<file path="src/rtl/btn_array_cntr.sv">
// -----------------------------------------------------------------------------
// btn_array_cntr
//   Debounced push-button array.
//   Each channel synchronises its raw input, debounces it on a shared slow
//   sample tick, and reports:
//     * the debounced pressed level,
//     * one-clk press and release pulses,
//     * a one-clk long-press pulse after LONG_TICKS ticks of continuous hold,
//     * a one-clk auto-repeat pulse every RPT_TICKS ticks after that
//       (when repeat is enabled for the channel).
//
//   Parameters
//     N_BTN      number of channels (1..16)
//     TICK_DIV   sample tick period in clk cycles (2..2^20)
//     DEB_TICKS  consecutive differing samples to accept a level change (1..255)
//     LONG_TICKS hold ticks before the long-press pulse (DEB_TICKS+1..65535)
//     RPT_TICKS  auto-repeat period in ticks (1..65535)
//     ACTIVE_LOW 1 = raw inputs are inverted before synchronisation
//
//   Ports
//     clk         system clock, posedge
//     reset_p     asynchronous active-high reset
//     btn         raw asynchronous button inputs
//     rpt_en      per-channel auto-repeat enable
//     btn_level   debounced pressed state
//     btn_p_edge  one-clk pulse, first clk of btn_level = 1
//     btn_n_edge  one-clk pulse, first clk of btn_level = 0
//     btn_long    one-clk long-press pulse
//     btn_rpt     one-clk auto-repeat pulse
// -----------------------------------------------------------------------------

// -----------------------------------------------------------------------------
// btn_chan
//   One button channel: 2-flop synchroniser, tick-driven debouncer,
//   edge detector and IDLE/PRESSED/HELD press-duration FSM.
//
//   Ports
//     clk, reset_p  clock / async active-high reset
//     tick_i        shared one-clk sample tick
//     raw_i         raw (already polarity-corrected) input
//     rpt_en_i      auto-repeat enable
//     level_o       debounced level
//     p_edge_o      press pulse
//     n_edge_o      release pulse
//     long_o        long-press pulse
//     rpt_o         auto-repeat pulse
// -----------------------------------------------------------------------------
module btn_chan #(
  parameter int DEB_TICKS  = 4,
  parameter int LONG_TICKS = 1000,
  parameter int RPT_TICKS  = 200
) (
  input  logic clk,
  input  logic reset_p,
  input  logic tick_i,
  input  logic raw_i,
  input  logic rpt_en_i,
  output logic level_o,
  output logic p_edge_o,
  output logic n_edge_o,
  output logic long_o,
  output logic rpt_o
);

  localparam int HMAX = (LONG_TICKS > RPT_TICKS) ? LONG_TICKS : RPT_TICKS;
  localparam int HW   = $clog2(HMAX) + 1;
  // debounce count only ranges 0..DEB_TICKS-1 before the level flips
  localparam int DW   = (DEB_TICKS < 2) ? 1 : $clog2(DEB_TICKS);

  localparam logic [DW-1:0] DEB_LAST  = DW'(DEB_TICKS - 1);
  localparam logic [HW-1:0] LONG_LAST = HW'(LONG_TICKS - 1);
  localparam logic [HW-1:0] RPT_LAST  = HW'(RPT_TICKS - 1);

  typedef enum logic [1:0] {
    IDLE    = 2'd0,
    PRESSED = 2'd1,
    HELD    = 2'd2
  } state_e;

  logic          sync1_q, sync2_q;
  logic [DW-1:0] deb_q, deb_d;
  logic          lvl_q, lvl_d;
  logic          prev_q;
  state_e        state_q, state_d;
  logic [HW-1:0] hold_q, hold_d;
  logic          long_q, long_d;
  logic          rpt_q, rpt_d;

  logic rise, fall;

  // ---------------------------------------------------------------------------
  // Debouncer: counts consecutive ticks where the synchronised input differs
  // from the accepted level; any agreeing sample restarts the count.
  // ---------------------------------------------------------------------------
  always_comb begin
    lvl_d = lvl_q;
    deb_d = deb_q;
    if (tick_i) begin
      if (sync2_q != lvl_q) begin
        if (deb_q == DEB_LAST) begin
          lvl_d = ~lvl_q;
          deb_d = '0;
        end else begin
          deb_d = deb_q + DW'(1);
        end
      end else begin
        deb_d = '0;
      end
    end
  end

  // The FSM follows the level change at the same edge the level register
  // takes it, so a release landing on a long/repeat threshold tick is seen
  // in the same evaluation and suppresses that pulse.
  assign rise = ~lvl_q &  lvl_d;
  assign fall =  lvl_q & ~lvl_d;

  // ---------------------------------------------------------------------------
  // Press-duration FSM
  // ---------------------------------------------------------------------------
  always_comb begin
    state_d = state_q;
    hold_d  = hold_q;
    long_d  = 1'b0;
    rpt_d   = 1'b0;
    if (fall) begin
      state_d = IDLE;
      hold_d  = '0;
    end else begin
      case (state_q)
        IDLE: begin
          if (rise) begin
            state_d = PRESSED;
            hold_d  = '0;
          end
        end
        PRESSED: begin
          if (tick_i) begin
            if (hold_q == LONG_LAST) begin
              state_d = HELD;
              hold_d  = '0;
              long_d  = 1'b1;
            end else begin
              hold_d = hold_q + HW'(1);
            end
          end
        end
        HELD: begin
          // repeat disabled parks the counter so re-enabling starts a
          // fresh full period
          if (!rpt_en_i) begin
            hold_d = '0;
          end else if (tick_i) begin
            if (hold_q == RPT_LAST) begin
              hold_d = '0;
              rpt_d  = 1'b1;
            end else begin
              hold_d = hold_q + HW'(1);
            end
          end
        end
        default: begin
          state_d = IDLE;
          hold_d  = '0;
        end
      endcase
    end
  end

  always_ff @(posedge clk or posedge reset_p) begin
    if (reset_p) begin
      sync1_q <= 1'b0;
      sync2_q <= 1'b0;
      deb_q   <= '0;
      lvl_q   <= 1'b0;
      prev_q  <= 1'b0;
      state_q <= IDLE;
      hold_q  <= '0;
      long_q  <= 1'b0;
      rpt_q   <= 1'b0;
    end else begin
      sync1_q <= raw_i;
      sync2_q <= sync1_q;
      deb_q   <= deb_d;
      lvl_q   <= lvl_d;
      prev_q  <= lvl_q;
      state_q <= state_d;
      hold_q  <= hold_d;
      long_q  <= long_d;
      rpt_q   <= rpt_d;
    end
  end

  assign level_o  = lvl_q;
  assign p_edge_o =  lvl_q & ~prev_q;
  assign n_edge_o = ~lvl_q &  prev_q;
  assign long_o   = long_q;
  assign rpt_o    = rpt_q;

endmodule

module btn_array_cntr #(
  parameter int N_BTN      = 4,
  parameter int TICK_DIV   = 100000,
  parameter int DEB_TICKS  = 4,
  parameter int LONG_TICKS = 1000,
  parameter int RPT_TICKS  = 200,
  parameter int ACTIVE_LOW = 0
) (
  input  logic             clk,
  input  logic             reset_p,
  input  logic [N_BTN-1:0] btn,
  input  logic [N_BTN-1:0] rpt_en,
  output logic [N_BTN-1:0] btn_level,
  output logic [N_BTN-1:0] btn_p_edge,
  output logic [N_BTN-1:0] btn_n_edge,
  output logic [N_BTN-1:0] btn_long,
  output logic [N_BTN-1:0] btn_rpt
);

  localparam int TW = $clog2(TICK_DIV);
  localparam logic [TW-1:0] TICK_LAST = TW'(TICK_DIV - 1);

  logic [TW-1:0]    tick_cnt_q, tick_cnt_d;
  logic             tick;
  logic [N_BTN-1:0] raw;

  // ---------------------------------------------------------------------------
  // Shared sample tick: one clk high every TICK_DIV clks
  // ---------------------------------------------------------------------------
  assign tick = (tick_cnt_q == TICK_LAST);

  always_comb begin
    tick_cnt_d = tick ? '0 : tick_cnt_q + TW'(1);
  end

  always_ff @(posedge clk or posedge reset_p) begin
    if (reset_p) tick_cnt_q <= '0;
    else         tick_cnt_q <= tick_cnt_d;
  end

  assign raw = (ACTIVE_LOW != 0) ? ~btn : btn;

  // ---------------------------------------------------------------------------
  // Per-channel instances
  // ---------------------------------------------------------------------------
  for (genvar g = 0; g < N_BTN; g++) begin : g_chan
    btn_chan #(
      .DEB_TICKS  (DEB_TICKS),
      .LONG_TICKS (LONG_TICKS),
      .RPT_TICKS  (RPT_TICKS)
    ) u_chan (
      .clk      (clk),
      .reset_p  (reset_p),
      .tick_i   (tick),
      .raw_i    (raw[g]),
      .rpt_en_i (rpt_en[g]),
      .level_o  (btn_level[g]),
      .p_edge_o (btn_p_edge[g]),
      .n_edge_o (btn_n_edge[g]),
      .long_o   (btn_long[g]),
      .rpt_o    (btn_rpt[g])
    );
  end

endmodule

</file>
<file path="config.mk">
export PLATFORM = sky130hd
export DESIGN_NAME = btn_array_cntr
export DESIGN_NICKNAME = d
export VERILOG_FILES = /design/src/rtl/btn_array_cntr.sv
export SDC_FILE = /design/constraint.sdc
export NUM_CORES = 1
export LEC_CHECK = 0
export ABC_AREA = 1
export CELL_PAD_IN_SITES_DETAIL_PLACEMENT = 1
export CELL_PAD_IN_SITES_GLOBAL_PLACEMENT = 1
export CORE_MARGIN = 1.5
export CORE_UTILIZATION = 34
export CTS_BUF_LIST = sky130_fd_sc_hd__clkbuf_16
export DETAILED_ROUTE_END_ITERATION = 6
export PLACE_DENSITY_LB_ADDON = 0.15
export SYNTH_ARGS = -nofsm -noshare
export SYNTH_HDL_FRONTEND = slang
export SYNTH_SLANG_ARGS = --single-unit
</file>
<file path="constraint.sdc">
create_clock -name clk -period 6.9 [get_ports clk]
set_clock_uncertainty 0.15 [all_clocks]
set_input_delay 1.725 -clock clk [delete_from_list [all_inputs] [get_ports clk]]
set_output_delay 1.725 -clock clk [all_outputs]
set_load 0.005 [all_outputs]
</file>
==> flow_summary_export.csv <==
group,metric,value,unit
power_and_ir_drop,p_per_area,171,nW/um^2
clock_tree,cts_max_path_buffers,2,
logic_synthesis,synth_compound_area_frac,0.0948,
logic_synthesis,yosysUniqueCellTypes,37,
worst_setup_path,crit_required,5.03,ns
clock_tree,cts_buffers,9,
logic_synthesis,netlist_instances,775,
logic_synthesis,synth_area,6210,sq um
logic_synthesis,yosysWarnings,0,
timing,hold_viol,0,
placement,dp_hpwl,10.3,mm
grt,grt_start_max_net_pins,57,
layout,nets,811,
route,ant_nets,0,
layout,area_growth,9.34,%
layout,final_common_cell,"nand2_1",
layout,num-fill-cells,2162,
logic_synthesis,synthAdderAreaFrac,0.0503,
route,route.detailed.drc,0,
timing,max_slew.worst_pin.slew,0.790,ns
worst_setup_path,startpoint_type,"flip-flop",
clock_tree,cts_root_buf,"clkbuf_16",
logic_synthesis,synth_flop_cell,"dfrtp_1",
timing,clock.fmax,284,MHz
clock_tree,cts_tree,"built",
floorplanning,core,18000,sq um
layout,insertedDiodeCount,0,
grt,grt_use_total,0.158,
timing,fin_hold_ws,0.201,ns
power_and_ir_drop,power.leakage,0.00316,uW
logic_synthesis,avgSynthCellArea,8.02,sq um
layout,final_cell_mix,"nand2_1 (198), dfrtp_1 (101), inv_1 (95), nor2_1 (70), nand3_1 (41)",
run,drv_cap,0,
layout,drive_above_1_share,0.113,
timing,setup_viol,0,
logic_synthesis,yosysSeqAreaShare,0.407,
route,finalWirelength,14.1,mm
floorplanning,placementRows,49,
worst_setup_path,worst_path_max_delay_cell,"dfrtp_1",
clock_tree,htreeDepth,3,
grt,grt_pass1_wl,24.8,mm
route,dr.first_iter.drc_count,132,
route,via_count,4866,
clock_tree,cts_hold_buf,0,
worst_setup_path,crit_path_end_kind,"primary output",
grt,antenna_found_initial,0,
route,dr.pass1.iters,4,
logic_synthesis,async_flop_share,1.00,
worst_setup_path,rrSetupSlack,3.72,ns
logic_synthesis,syn-num-nets,810,
worst_setup_path,crit_type,"reg -> out",
floorplanning,die_w,138,um
placement,io_buffers,29,
floorplanning,ios,30,
logic_synthesis,yosys.area_share.simple,0.290,
floorplanning,die-area,19100,sq um
outcome,outcome,"completed",
timing,finalSetupTns,0,ns
worst_setup_path,worst_r2r_path_depth,8,
hold_path,min_path_cells,0,
logic_synthesis,yosys-mux-area-fraction,0,
worst_setup_path,cp_max_fo,7,
layout,multi_input_area,3000,sq um
route,vias_per_cell,4.82,
hold_path,worstHoldStart,"g_chan[3].u_chan.sync1_q",
layout,regArea,2530,sq um
timing,slew_headroom,0.471,
clock_tree,cts.sinks,101,
floorplanning,chipHeight,138,um
timing,fin_crit,3.53,ns
logic_synthesis,synth_top_family_by_area,"simple AND/OR/NAND/NOR gates",
clock_tree,cts_setup_buffers,0,
placement,gp_routability_congestion,0.813,
worst_setup_path,crit_chain,"inv_1, nor2_1, clkdlybuf4s50_1",
hold_path,hp-class,"reg -> reg",
worst_setup_path,slowest_delay,0.52,ns
floorplanning,start_util,0.346,
clock_tree,cts_resized,0,
clock_tree,clk_pin_slew_worst_paths,0.07,ns
route,wl_per_cell,14.0,um
worst_setup_path,reg2reg_from,"tick_cnt_q[6]",
timing,post-route-period-util,0.511,
clock_tree,clk_latency,0.36,ns
timing,rsz0062_at_grt,"no",
power_and_ir_drop,vdd_drop_max,0.134,mV
logic_synthesis,ys_ff_latch,101,
logic_synthesis,synth-xor-area-share,0.0479,
worst_setup_path,crit_arrival,1.65,ns
worst_setup_path,r2r-end,"g_chan[0].u_chan.hold_q[7]",
grt,grt_overflow,0,
timing,slew_viol_final,0,
logic_synthesis,synth_edf_count,0,
grt,grt_pass1_vias,5089,
hold_path,holdPathEnd,"g_chan[3].u_chan.sync2_q",
## how the worst max path moves through the flow
stage | slack, ns | end | start | cells past startpoint
6_report | 3.37 | btn_p_edge[3] | g_chan[3].u_chan.level_o | 3
5_1_grt | 3.26 | btn_p_edge[1] | g_chan[1].u_chan.level_o | 3
4_1_cts | 3.32 | btn_p_edge[3] | g_chan[3].u_chan.level_o | 3
3_5_place_dp | 3.21 | g_chan[3].u_chan.hold_q[8] | rpt_en[3] | 9
3_3_place_gp | 3.24 | g_chan[3].u_chan.hold_q[6] | rpt_en[3] | 9
2_1_floorplan | 2.38 | g_chan[0].u_chan.deb_q[0] | reset_p | 1
## per-stage QoR
stage / total power (uW) / utilization / cells / instance area, sq um / worst slack [ns]
finish: 1160 / 0.378 / 1009 / 6790 / 3.37
detailed placement: 628 / 0.361 / 994 / 6490 / 3.21
global placement: 627 / 0.361 / 994 / 6490 / 3.24
floorplan: 616 / - / 775 / 6210 / 2.38
global route: 1210 / 0.378 / 1009 / 6790 / 3.26
CTS: 1180 / 0.378 / 1009 / 6790 / 3.32
## metal layers
layer / up-vias / GRT usage / part of all wire
met5: - / 0 / 0
met4: 0 / 0.0571 / 0.018
met3: 13 / 0.0225 / 0.016
met2: 30 / 0.271 / 0.50
met1: 2361 / 0.202 / 0.47
li1: 2462 / - / -
## cell usage after synthesis (4+ instances only)
| master | count | share of area |
|---|---|---|
| buf_6 | 10 | 0.018 |
| nand2_2 | 12 | 0.012 |
| nor2_1 | 70 | 0.042 |
| or2_2 | 4 | 0.0040 |
| inv_2 | 4 | 0.0024 |
| nand3_1 | 41 | 0.033 |
| o21a_1 | 4 | 0.0048 |
| ha_1 | 25 | 0.050 |
| nand2_1 | 198 | 0.12 |
| nand4_1 | 27 | 0.027 |
| o21ai_2 | 37 | 0.052 |
| xnor2_1 | 6 | 0.0085 |
| xor2_1 | 28 | 0.039 |
| o21ai_1 | 14 | 0.011 |
| nor3_1 | 16 | 0.013 |
| dfrtp_1 | 101 | 0.41 |
| buf_4 | 22 | 0.027 |
| inv_1 | 95 | 0.057 |
| clkbuf_1 | 4 | 0.0024 |
| o21ai_0 | 24 | 0.019 |
| nand3_2 | 5 | 0.0081 |
## where the power goes
group	total, uW	internal, uW	switching, uW
clock	545	313	232
combinational	19.3	5.64	13.6
sequential	595	594	1.39
## area by class of cell
class / count / area share
clock buffer: 9 / 0.0331
clock inverter: 6 / 0.0118
inverter: 99 / 0.0551
multi-input combinational: 535 / 0.442
sequential: 101 / 0.372
tap: 229 / 0.0422
timing repair buffer: 30 / 0.0438
## flip-flops by register name (all words and copies together), names as in the netlist
name	count
g_chan.u_chan.deb_q	8
g_chan.u_chan.hold_q	44
g_chan.u_chan.level_o	4
g_chan.u_chan.long_o	4
g_chan.u_chan.prev_q	4
g_chan.u_chan.rpt_o	4
g_chan.u_chan.state_q	8
g_chan.u_chan.sync1_q	4
g_chan.u_chan.sync2_q	4
tick_cnt_q	17
## worst max-delay path: cells and delay by family (launching register included)
kind / cells / cell delay [ns]
buf+inv: 2 / 0.67
simple gates: 1 / 0.11
flops: 1 / 0.52
## cell families after synthesis
logic type	after synthesis
flops	101
buf+inv	139
fa+ha+maj	25
simple gates	390
compound gates	86
xor+xnor	34
Power figures use the tool's default switching activity.
